$ cat config.mk
export PLATFORM = sky130hd
export DESIGN_NAME = rvmyth_run_ctrl
export DESIGN_NICKNAME = d
export VERILOG_FILES = /design/src/rtl/rvmyth_ctrl_pkg.sv /design/src/rtl/rvmyth_out_capture.sv /design/src/rtl/rvmyth_run_ctrl.sv
export SDC_FILE = /design/constraint.sdc
export NUM_CORES = 1
export LEC_CHECK = 0
export CORE_UTILIZATION = 51
export DETAILED_ROUTE_END_ITERATION = 16
export GPL_TIMING_DRIVEN = 0
export PLACE_DENSITY = 0.9
export SLEW_MARGIN = 20
export SYNTH_ARGS = -nofsm -noshare
export SYNTH_HDL_FRONTEND = slang
export SYNTH_SLANG_ARGS = --single-unit
$ cat constraint.sdc
create_clock -name CLK -period 2.3 [get_ports CLK]
set_input_delay 0.46 -clock CLK [delete_from_list [all_inputs] [get_ports CLK]]
set_output_delay 0.46 -clock CLK [all_outputs]
set_load 0.05 [all_outputs]
$ cat src/rtl/rvmyth_ctrl_pkg.sv
`default_nettype none
// ============================================================================
// rvmyth_ctrl_pkg : shared state encoding, default bus width, counter sizing
// Rev 1.0
// ============================================================================
package rvmyth_ctrl_pkg;

  localparam int OUT_W_DEF = 10;

  typedef enum logic [2:0] {
    ST_IDLE     = 3'd0,
    ST_RST_HOLD = 3'd1,
    ST_RUN      = 3'd2,
    ST_STOP     = 3'd3,
    ST_DONE     = 3'd4
  } run_state_e;

  // Wide enough to hold the largest terminal count plus one without wrapping.
  function automatic int cnt_width(input int a, input int b, input int c);
    int m;
    m = a;
    if (b > m) m = b;
    if (c > m) m = c;
    return $clog2(m + 1);
  endfunction

endpackage
`default_nettype wire

$ cat src/rtl/rvmyth_out_capture.sv
`default_nettype none
// ============================================================================
// rvmyth_out_capture : OUT-bus change detect into a one-entry valid/ready reg
// Rev 1.0
// ============================================================================
module rvmyth_out_capture
  import rvmyth_ctrl_pkg::*;
#(
  parameter int OUT_W = OUT_W_DEF
) (
  input  logic             clk_i,
  input  logic             rst_i,
  input  logic             clear_i,
  input  logic             load_i,
  input  logic             cap_en_i,
  input  logic [OUT_W-1:0] data_i,
  input  logic             ready_i,
  output logic             valid_o,
  output logic [OUT_W-1:0] data_o,
  output logic             overflow_o,
  output logic             change_o
);

  logic [OUT_W-1:0] prev_q;
  logic [OUT_W-1:0] data_q;
  logic             valid_q;
  logic             ovf_q;
  logic             change;

  assign change = cap_en_i && (data_i != prev_q);

  always_ff @(posedge clk_i or posedge rst_i) begin
    if (rst_i) begin
      prev_q  <= '0;
      data_q  <= '0;
      valid_q <= 1'b0;
      ovf_q   <= 1'b0;
    end else begin
      if (load_i || cap_en_i) prev_q <= data_i;
      if (clear_i) begin
        valid_q <= 1'b0;
        ovf_q   <= 1'b0;
      end else if (change) begin
        // A full register that is not being drained loses the new sample.
        if (!valid_q || ready_i) begin
          data_q  <= data_i;
          valid_q <= 1'b1;
        end else begin
          ovf_q <= 1'b1;
        end
      end else if (valid_q && ready_i) begin
        valid_q <= 1'b0;
      end
    end
  end

  assign valid_o    = valid_q;
  assign data_o     = data_q;
  assign overflow_o = ovf_q;
  assign change_o   = change;

endmodule
`default_nettype wire

$ cat src/rtl/rvmyth_run_ctrl.sv
`default_nettype none
// ============================================================================
// rvmyth_run_ctrl : run sequencer for the rvmyth core (reset hold, run, stop)
// Optional macro RUN_CTRL_STABLE_EN ends a run after STABLE_CYCLES idle OUT.
// Rev 1.0
// ============================================================================
module rvmyth_run_ctrl
  import rvmyth_ctrl_pkg::*;
#(
  parameter int OUT_W         = OUT_W_DEF,
  parameter int RST_CYCLES    = 60,
  parameter int RUN_CYCLES    = 500,
  parameter int STABLE_CYCLES = 32
) (
  input  logic             CLK,
  input  logic             reset,
  input  logic             start,
  input  logic             halt_req,
  input  logic [OUT_W-1:0] cpu_out,
  output logic             cpu_reset,
  output logic             cpu_clk_en,
  output logic             out_valid,
  input  logic             out_ready,
  output logic [OUT_W-1:0] out_data,
  output logic             busy,
  output logic             done,
  output logic             timeout,
  output logic             overflow
);

  localparam int CNT_W = cnt_width(RST_CYCLES, RUN_CYCLES, STABLE_CYCLES);
  localparam logic [CNT_W-1:0] RST_LAST = CNT_W'(RST_CYCLES - 1);
  localparam logic [CNT_W-1:0] RUN_LAST = CNT_W'(RUN_CYCLES - 1);

  run_state_e       state_q, state_d;
  logic [CNT_W-1:0] cnt_q, cnt_d;
  logic             timeout_q, timeout_d;
  logic             start_ok;
  logic             change;
  logic             stable_hit;

  assign start_ok = start && ((state_q == ST_IDLE) || (state_q == ST_DONE));

`ifdef RUN_CTRL_STABLE_EN
  localparam logic [CNT_W-1:0] STAB_LAST = CNT_W'(STABLE_CYCLES - 1);
  logic [CNT_W-1:0] stab_q, stab_d;

  assign stable_hit = (state_q == ST_RUN) && !change && (stab_q == STAB_LAST);

  always_comb begin
    stab_d = '0;
    if (state_q == ST_RUN) stab_d = change ? '0 : stab_q + CNT_W'(1);
  end

  always_ff @(posedge CLK or posedge reset) begin
    if (reset) stab_q <= '0;
    else       stab_q <= stab_d;
  end
`else
  logic unused_change;
  assign unused_change = change;
  assign stable_hit    = 1'b0;
`endif

  always_ff @(posedge CLK or posedge reset) begin
    if (reset) begin
      state_q   <= ST_IDLE;
      cnt_q     <= '0;
      timeout_q <= 1'b0;
    end else begin
      state_q   <= state_d;
      cnt_q     <= cnt_d;
      timeout_q <= timeout_d;
    end
  end

  always_comb begin
    state_d   = state_q;
    cnt_d     = cnt_q;
    timeout_d = timeout_q;
    unique case (state_q)
      ST_IDLE, ST_DONE: begin
        if (start) begin
          state_d   = ST_RST_HOLD;
          cnt_d     = '0;
          timeout_d = 1'b0;
        end
      end
      ST_RST_HOLD: begin
        cnt_d = cnt_q + CNT_W'(1);
        if (halt_req) begin
          state_d = ST_STOP;
          cnt_d   = '0;
        end else if (cnt_q == RST_LAST) begin
          state_d = ST_RUN;
          cnt_d   = '0;
        end
      end
      ST_RUN: begin
        cnt_d = cnt_q + CNT_W'(1);
        // Priority: explicit halt, then quiet OUT bus, then watchdog.
        if (halt_req || stable_hit) begin
          state_d = ST_STOP;
          cnt_d   = '0;
        end else if (cnt_q == RUN_LAST) begin
          state_d   = ST_STOP;
          cnt_d     = '0;
          timeout_d = 1'b1;
        end
      end
      ST_STOP: state_d = ST_DONE;
      default: state_d = ST_IDLE;
    endcase
  end

  always_comb begin
    cpu_reset  = 1'b1;
    cpu_clk_en = 1'b0;
    busy       = 1'b0;
    done       = 1'b0;
    case (state_q)
      ST_RST_HOLD: begin
        cpu_clk_en = 1'b1;
        busy       = 1'b1;
      end
      ST_RUN: begin
        cpu_reset  = 1'b0;
        cpu_clk_en = 1'b1;
        busy       = 1'b1;
      end
      ST_STOP: busy = 1'b1;
      ST_DONE: done = 1'b1;
      default: ;
    endcase
  end

  assign timeout = timeout_q;

  rvmyth_out_capture #(
    .OUT_W(OUT_W)
  ) u_cap (
    .clk_i      (CLK),
    .rst_i      (reset),
    .clear_i    (start_ok),
    .load_i     ((state_q == ST_RST_HOLD) && (state_d == ST_RUN)),
    .cap_en_i   (state_q == ST_RUN),
    .data_i     (cpu_out),
    .ready_i    (out_ready),
    .valid_o    (out_valid),
    .data_o     (out_data),
    .overflow_o (overflow),
    .change_o   (change)
  );

endmodule
`default_nettype wire

Word-level counts from Yosys, hierarchy flattened
Index checks and enable logic that the tools add are counted.

Register bits: 35. Bits of input ports: 15. Output and inout port bits: 17. Word-level logic and storage cells: 70.

Add/sub/neg operators: 1. Equal/unequal tests: 13. Muxes and demuxes: 27. Bitwise operators: 1. Reduce and logical (&&, ||, !) cells: 21.

Operators by type and width (number): two-way mux 9 bit (5); one-hot mux 9 bit (3 select lines) (1); two-way mux 3 bit (5); two-way mux 1 bit (14); one-hot mux 3 bit (4 select lines) (1); inequality test 10 bit (1); adder 9 x 1 -> 9 bit (second input constant) (1); == test 3 x 2 -> 1 bit (second input constant) (3); == test 9 x 6 -> 1 bit (second input constant) (1); == test 9 bit (second input constant) (1); inequality test 2 bit (second input constant) (4); AND reduction 2 bit (3); nonzero test 3 bit (2); logical AND 1 bit (4); AND reduction 4 bit (1); nonzero test 2 bit (2); OR reduction 2 bit (2); == test 3 x 1 -> 1 bit (second input constant) (1); == test 3 bit (second input constant) (1); logical NOT 3 bit (1); logical OR 1 bit (3); inequality test 3 x 2 -> 1 bit (second input constant) (1); AND reduction 3 bit (1); OR reduction 3 bit (1); other kinds (3) (3).

Depth between registers and ports, before layout
Gate-level depths: netlist (run 1).

Depth in word-level cells: 7. Gate-level depth with buffers: 7. Mapped depth without buffers: 6.

By module
Synthesis (run 1) repeated with hierarchy kept, for this count alone.

Cell total of the unflattened synthesis: 168. Area total of the unflattened synthesis: 1843.0 sq um.

Modules (own cells, without submodules): rvmyth_out_capture (times used 1, cells an instance 66, area an instance 980.9 sq um, sequential area each 550.5 sq um); rvmyth_run_ctrl (times used 1, cells an instance 102, area an instance 862.1 sq um, sequential area each 325.3 sq um).

Worst setup path after synthesis (run 1)
OpenSTA, ideal clock, no wires.

Path type: register -> register. Start: register cnt_q[6]. End: register u_cap.prev_q[0]. Library setup time: 0.125 ns. Arrival: 1.893 ns. Slack: 0.282 ns. Stages on the path, launching flop included: 6. Path buffers: 0. Clock period less this slack: 2.018 ns. Cell sequence: dfrtp_1 -> nor4_1 -> nand4_1 -> or3_4 -> a21oi_4 -> mux2_2.

Word-level cells in the longest chain between the ends: 7. Elaborated cells between the ends (all ways): 10. Those cells by class: eq/ne (3); mux (5); reduce/logical (2).

Ends and longest elaborated chain: from (decl) (RTL line rvmyth_run_ctrl.sv:36) `logic [CNT_W-1:0] cnt_q, cnt_d;`; from (signal assigned) (RTL line rvmyth_run_ctrl.sv:72) `cnt_q <= cnt_d;`; == test 9 bit / == test 9 x 6 -> 1 bit (equally long branches) (RTL line rvmyth_run_ctrl.sv:105, rvmyth_run_ctrl.sv:94); two-way mux 3 bit, on equally long branches (RTL line rvmyth_run_ctrl.sv:105, rvmyth_run_ctrl.sv:94); two-way mux 3 bit, on equally long branches (RTL line rvmyth_run_ctrl.sv:102, rvmyth_run_ctrl.sv:91); one-hot mux 3 bit (4 select lines) (*) (RTL line rvmyth_run_ctrl.sv:81) `unique case (state_q)`; == test 3 x 2 -> 1 bit (*) (RTL line rvmyth_run_ctrl.sv:145) `.load_i ((state_q == ST_RST_HOLD) && (state_d == ST_RUN)),`; logical AND 1 bit (*) (RTL line rvmyth_run_ctrl.sv:145); logical OR 1 bit (*) (RTL line rvmyth_out_capture.sv:39) `if (load_i || cap_en_i) prev_q <= data_i;`; to (signal assigned) (RTL line rvmyth_out_capture.sv:39); to (decl) (RTL line rvmyth_out_capture.sv:24) `logic [OUT_W-1:0] prev_q;`.

Mark *: on every way between the ends. The rest lies on a longest branch, timed or not. A chain may end at the register's enable or synchronous reset.

Worst setup path after layout (run 1)
Start: input cpu_out[8]. End: register u_cap.data_q[5], in the netlist u_cap.data_o[5].

Word-level cells in the longest chain between the ends: 3.

Ends and longest elaborated chain: from (decl) (RTL line rvmyth_run_ctrl.sv:19) `input logic [OUT_W-1:0] cpu_out,`; inequality test 10 bit (RTL line rvmyth_out_capture.sv:30) `assign change = cap_en_i && (data_i != prev_q);`; logical AND 1 bit (RTL line rvmyth_out_capture.sv:30); AND reduction 3 bit (no line); to (signal assigned) (RTL line rvmyth_out_capture.sv:46) `data_q <= data_i;`; to (decl) (RTL line rvmyth_out_capture.sv:25) `logic [OUT_W-1:0] data_q;`.

Every way passes these cells.

==> run_results.csv, run 1 <==
group,metric,value,unit
yosys,synth_area,1690,sq um
die,initial_core_util,54.3,%
yosys,avgSynthCellArea,11.5,sq um
layout,fin_nets,203,
drt,drt_iter0_drc,60,
global_routing,grt_max_degree,36,
yosys,synth_edf_count,0,
drt,drt-wirelength-per-cell,16.0,microns
sta,hold_viol_final,0,
setup_path,arrival,2430,ps
clock_tree,cts_root_buffer,"clkbuf_4",
layout,layout_common_cells,"dfrtp_1 (35), clkdlybuf4s50_1 (27), mux2_2 (20)",
drt,remaining_drc_errors,0,
yosys,synthSimpleGateAreaFrac,14.2,%
drt,drtPass1Iterations,4,
setup_path,crit_type,"in2reg",
pwr,p_leak,0.000986,uW
yosys,synth_cells,147,
layout,fin_cells,232,
placed_design,gp_congestion,0.850,
outcome,status,"complete, no violations",
sta,hold-worst-slack,507,ps
setup_path,path_cells,"clkdlybuf4s50_1, xor2_1, nor4_1, nand4_1, nand2_2, mux2_2",
clock_tree,cts_tree,"built",
drt,drt-vias-per-instance,5.53,
clock_tree,cts_buffers,5,
yosys,synth_fa_ha_area_share,0.742,%
setup_path,worst-path-max-fanout,10,
layout,n_antenna_cell,0,
yosys,synthArstFlopShare,100,%
global_routing,grt_pass1_wl,6000,microns
setup_path,startpoint_type,"input pin",
clock_tree,clk_pin_slew,100,ps
layout,area_delta_synth_final,29.4,%
yosys,synth-main-ff-cell,"dfrtp_1",
setup_path,cp.required,2530,ps
yosys,syn-num-nets,163,
setup_path,crit_buf_inv,1,
die,die_y,59.5,microns
placed_design,port-buffer-count,31,
layout,drive_gt1_share,20.2,%
setup_path,slowest_stage,"clkdlybuf4s50_1",
yosys,synth_compound_area_share,11.2,%
yosys,yosysWarnings,0,
yosys,muxShareOfSynthArea,14.0,%
hold_path,holdCritPathClass,"reg2reg",
placed_design,hpwl,2620,microns
run,cap_violations,0,
die,ioPinCount,32,
pwr,powerDensity,1480,nW/um^2
pwr,finalPower,3220,uW
setup_path,critPathMaxStageDelay,450,ps
sta,max_freq,454,MHz
drt,finalWirelength,3700,microns
pwr,ir_worst_vdd,909,uV
die,rows,20,
yosys,ys_seq_elements,35,
sta,max_slew_margin,51.7,%
clock_tree,clk-insertion-delay-late,350,ps
placed_design,dp.cells,222,
drt,vias,1282,
global_routing,antenna_found_initial,0,
global_routing,grt_use_total,23.6,%
layout,finalCoreUtilization,70.3,%
die,core,3100,sq um
sta,drv_slew,0,
yosys,yosysSeqAreaShare,52.0,%
sta,finalSetupViolations,0,
clock_tree,cts_hold_buffers,0,
die,die_area,3540,sq um
yosys,synthXorXnorAreaFrac,5.20,%
clock_tree,clock-sinks,35,
sta,min_period,2200,ps
global_routing,grt_pass1_vias,1379,
layout,final_common_cell,"dfrtp_1",
clock_tree,htreeDepth,2,
die,die_width,59.5,microns
sta,tightest_slew,723,ps
clock_tree,clockBufferDepth,2,
setup_path,worstSetupEndpointType,"flop",
drt,ant_nets,0,
yosys,yosysUniqueCellTypes,37,
sta,finClkSkew,15.2,ps
global_routing,gr-total-overflow,0,
setup_path,cp_top_family,"simple AND/OR/NAND/NOR gates",
yosys,synth_top_family_by_area,"simple AND/OR/NAND/NOR gates",
sta,post-route-period-util,95.9,%
-- layer usage --
| layer | routed length, microns | global-route usage, % | vias up |
|---|---|---|---|
| met1 | 1490 | 25.1 | 631 |
| li1 | - | - | 604 |
| met4 | 65 | 13.9 | 0 |
| met5 | 0 | 0 | - |
| met2 | 2020 | 42.9 | 40 |
| met3 | 126 | 4.80 | 7 |
-- repair_timing --
| action | 4_1_cts | 5_1_grt |
|---|---|---|
| buffers inserted | 0 | 2 |
| pin swaps | 0 | 2 |
| endpoints found under the setup margin | 3 | 28 |
| gates resized for setup | 3 | 6 |
-- registers in the layout, summed over array words and instances, names as in the netlist --
name / count
u_cap.data_o: 10
u_cap.prev_q: 10
cnt_q: 9
state_q: 3
timeout: 1
u_cap.overflow_o: 1
u_cap.valid_o: 1
-- power by group --
part | internal, uW | leakage, uW | total (uW) | switching [uW]
Sequential | 854 | 0.000436 | 1000 | 151
Combinational | 664 | 0.000497 | 1670 | 1010
Clock | 339 | 0.0000525 | 547 | 208
-- final timing paths --
kind,start,endpoint,slack (ps),depth (start not counted)
setup / recovery,cpu_out[8],u_cap.data_o[5],100,6
hold / removal,timeout,timeout,510,1
setup reg to reg,cnt_q[0],cnt_q[4],140,7
hold reg to reg,timeout,timeout,510,1
max in group asynchronous,reset,cnt_q[7],1290,2
min in group asynchronous,reset,cnt_q[2],550,2
-- stage by stage --
step                      setup TNS, ps  setup slack (ps)  cell area, sq um
after CTS                             0              1.75              2150
after floorplan                       0               282              1690
after detailed placement          -3470              -355              2050
after global routing             -0.381            -0.381              2180
final                                 0              95.3              2180
after global placement            -2400              -243              2050
-- area by class of cell --
class	instances	area [sq um]
Buffer	2	12.5
Clock buffer	6	41.3
Clock inverter	2	60.1
Fill cell	247	922
Inverter	9	33.8
Multi-Input combinational cell	101	768
Sequential cell	35	876
Tap cell	44	55.1
Timing Repair Buffer	33	334
-- kinds of logic after synthesis --
logic type / Yosys count
xor gates and xnor gates: 10
buffers and inverters: 11
DFF: 35
AOI/OAI and AO/OA: 26
adders and majority gates: 1
muxes: 21
and+or+nand+nor: 43
-- cells in the mapped netlist, types with 2 or more instances --
library cell	count	area [sq um]
nor4_1	4	25.0
dfrtp_1	35	876
o21ai_0	7	35.0
inv_1	9	33.8
nand2b_1	3	18.8
nor3_1	4	20.0
a21o_1	5	37.5
a21oi_1	3	15.0
nor3b_1	2	15.0
mux2_2	20	225
nor2_1	9	33.8
nor2b_1	3	18.8
xnor2_1	2	17.5
and3_1	3	18.8
nand2_1	6	22.5
nand4_1	4	25.0
xor2_1	8	70.1
No activity file was read; power rests on OpenSTA's default activity.
==> run 2: changes to the inputs <==
--- a/config.mk
+++ b/config.mk
@@ -5,10 +5,12 @@
 export SDC_FILE = /design/constraint.sdc
 export NUM_CORES = 1
 export LEC_CHECK = 0
+export CORE_ASPECT_RATIO = 1.75
 export CORE_UTILIZATION = 51
 export DETAILED_ROUTE_END_ITERATION = 16
 export GPL_TIMING_DRIVEN = 0
 export PLACE_DENSITY = 0.9
+export SKIP_LAST_GASP = 1
 export SLEW_MARGIN = 20
 export SYNTH_ARGS = -nofsm -noshare
 export SYNTH_HDL_FRONTEND = slang
==> run_results.csv, run 2 (same netlist as run 1, synthesis figures left out) <==
group,metric,value,unit
clock_tree,cts_tree,"built",
hold_path,holdCritPathClass,"reg2reg",
layout,fin_nets,206,
placed_design,place_ws,-390,ps
setup_path,cp_top_family,"simple AND/OR/NAND/NOR gates",
setup_path,worstSetupEndpointType,"flop",
pwr,internal_power,1790,uW
sta,max_freq,446,MHz
die,die_width,45.5,microns
drt,drtPass1Iterations,5,
placed_design,dp.cells,221,
global_routing,grt_pass1_wl,6470,microns
clock_tree,cts_buffers,5,
setup_path,rr_worst_depth,7,
drt,finalWirelength,4040,microns
placed_design,gp_congestion,0.762,
pwr,seq_power_share,31.9,%
setup_path,arrival,2430,ps
setup_path,startpoint_type,"flop",
layout,area_delta_synth_final,30.7,%
placed_design,port-buffer-count,31,
die,rows,27,
setup_path,worst-path-max-fanout,10,
drt,drt_iter0_drc,50,
setup_path,crit_buf_inv,1,
die,die_area,3550,sq um
sta,finalSetupViolations,0,
drt,drt-vias-per-instance,5.84,
sta,finClkSkew,6.92,ps
setup_path,slowest_stage,"or4b_1",
pwr,power_switching,1410,uW
sta,max_slew_margin,52.3,%
clock_tree,cts_root_buffer,"clkbuf_8",
layout,final_common_cell,"dfrtp_1",
setup_path,critPathMaxStageDelay,610,ps
clock_tree,clk-insertion-delay-late,290,ps
clock_tree,clk_pin_slew,70,ps
outcome,status,"complete, no violations",
global_routing,grt_max_degree,36,
setup_path,cp.required,2480,ps
clock_tree,htreeDepth,2,
sta,post-route-period-util,97.6,%
sta,hold_viol_final,0,
drt,remaining_drc_errors,0,
die,initial_core_util,53.6,%
sta,setup_slack,56.2,ps
layout,n_antenna_cell,0,
global_routing,grt_pass1_vias,1420,
layout,finalCoreUtilization,70.1,%
sta,min_period,2240,ps
drt,drt-wirelength-per-cell,17.3,microns
run,cap_violations,0,
placed_design,hpwl,2670,microns
drt,vias,1366,
global_routing,grt_use_total,25.0,%
layout,layout_common_cells,"dfrtp_1 (35), clkdlybuf4s50_1 (27), mux2_2 (20)",
setup_path,crit_type,"reg2reg",
die,core,3140,sq um
hold_path,hold_path_depth,1,
pwr,pwr-share-comb,53.0,%
clock_tree,clockBufferDepth,2,
pwr,clkPwrFrac,15.1,%
global_routing,gr-total-overflow,0,
die,ioPinCount,32,
sta,drv_slew,0,
setup_path,worst-path-stages,7,
pwr,ir_worst_vdd,984,uV
setup_path,path_cells,"ha_2, nand2b_1, or4b_1, a22oi_2, buf_6, o21ai_0, a21o_1",
sta,tightest_slew,715,ps
drt,ant_nets,0,
layout,fin_cells,234,
die,die_y,78.0,microns
setup_path,reg2reg_setup_slack,60,ps
pwr,powerDensity,1460,nW/um^2
pwr,p_leak,0.00100,uW
pwr,sw_frac_of_total,44.1,%
clock_tree,clock-sinks,35,
layout,drive_gt1_share,22.0,%
global_routing,antenna_found_initial,0,
==> run 2: per-stage QoR <==
stage	hold WS, ps	setup TNS, ps	area (sq um)	total power, uW
3_3_place_gp	480	-2780	2050	2570
5_1_grt	505	-36.5	2200	3340
4_1_cts	499	0	2150	3160
6_report	493	0	2200	3210
2_1_floorplan	471	0	1690	2150
3_5_place_dp	484	-3810	2050	2650
==> run 2: routing by layer <==
layer / share of wire, % / GRT usage, %
met1: 37 / 28.0
met2: 55 / 42.9
met3: 3.9 / 6.44
met4: 4.1 / 10.0
met5: 0 / 0
==> run 2: layout make-up <==
class	count	area, sq um
Fill cell	190	940
Buffer	2	16.3
Clock buffer	8	100
Sequential cell	35	876
Multi-Input combinational cell	101	779
Tap cell	43	53.8
Timing Repair Buffer	36	343
Inverter	9	33.8
==> run 2: final timing paths <==
path                              endpoint      from
max reg2reg                       cnt_q[4]  cnt_q[1]
min reg2reg                        timeout   timeout
min in group asynchronous         cnt_q[6]     reset
min                                timeout   timeout
max                               cnt_q[4]  cnt_q[1]
max in group asynchronous  u_cap.data_o[9]     reset
==> run 2: power by group through the flow <==
stage	logic [uW]	clock network, uW	registers, uW
global route	1780	517	1050
CTS	1650	495	1020
floorplan	794	0	1360
finish	1700	484	1020
detailed placement	1640	0	1010
global placement	1580	0	995
==> run 2: timing repair <==
action / CTS / global route
setup endpoints to repair: 13 / 25
gates cloned: 0 / 0
resized for setup: 5 / 6
setup buffers: 0 / 5
hold buffers: 0 / 0
pin swaps: 0 / 3
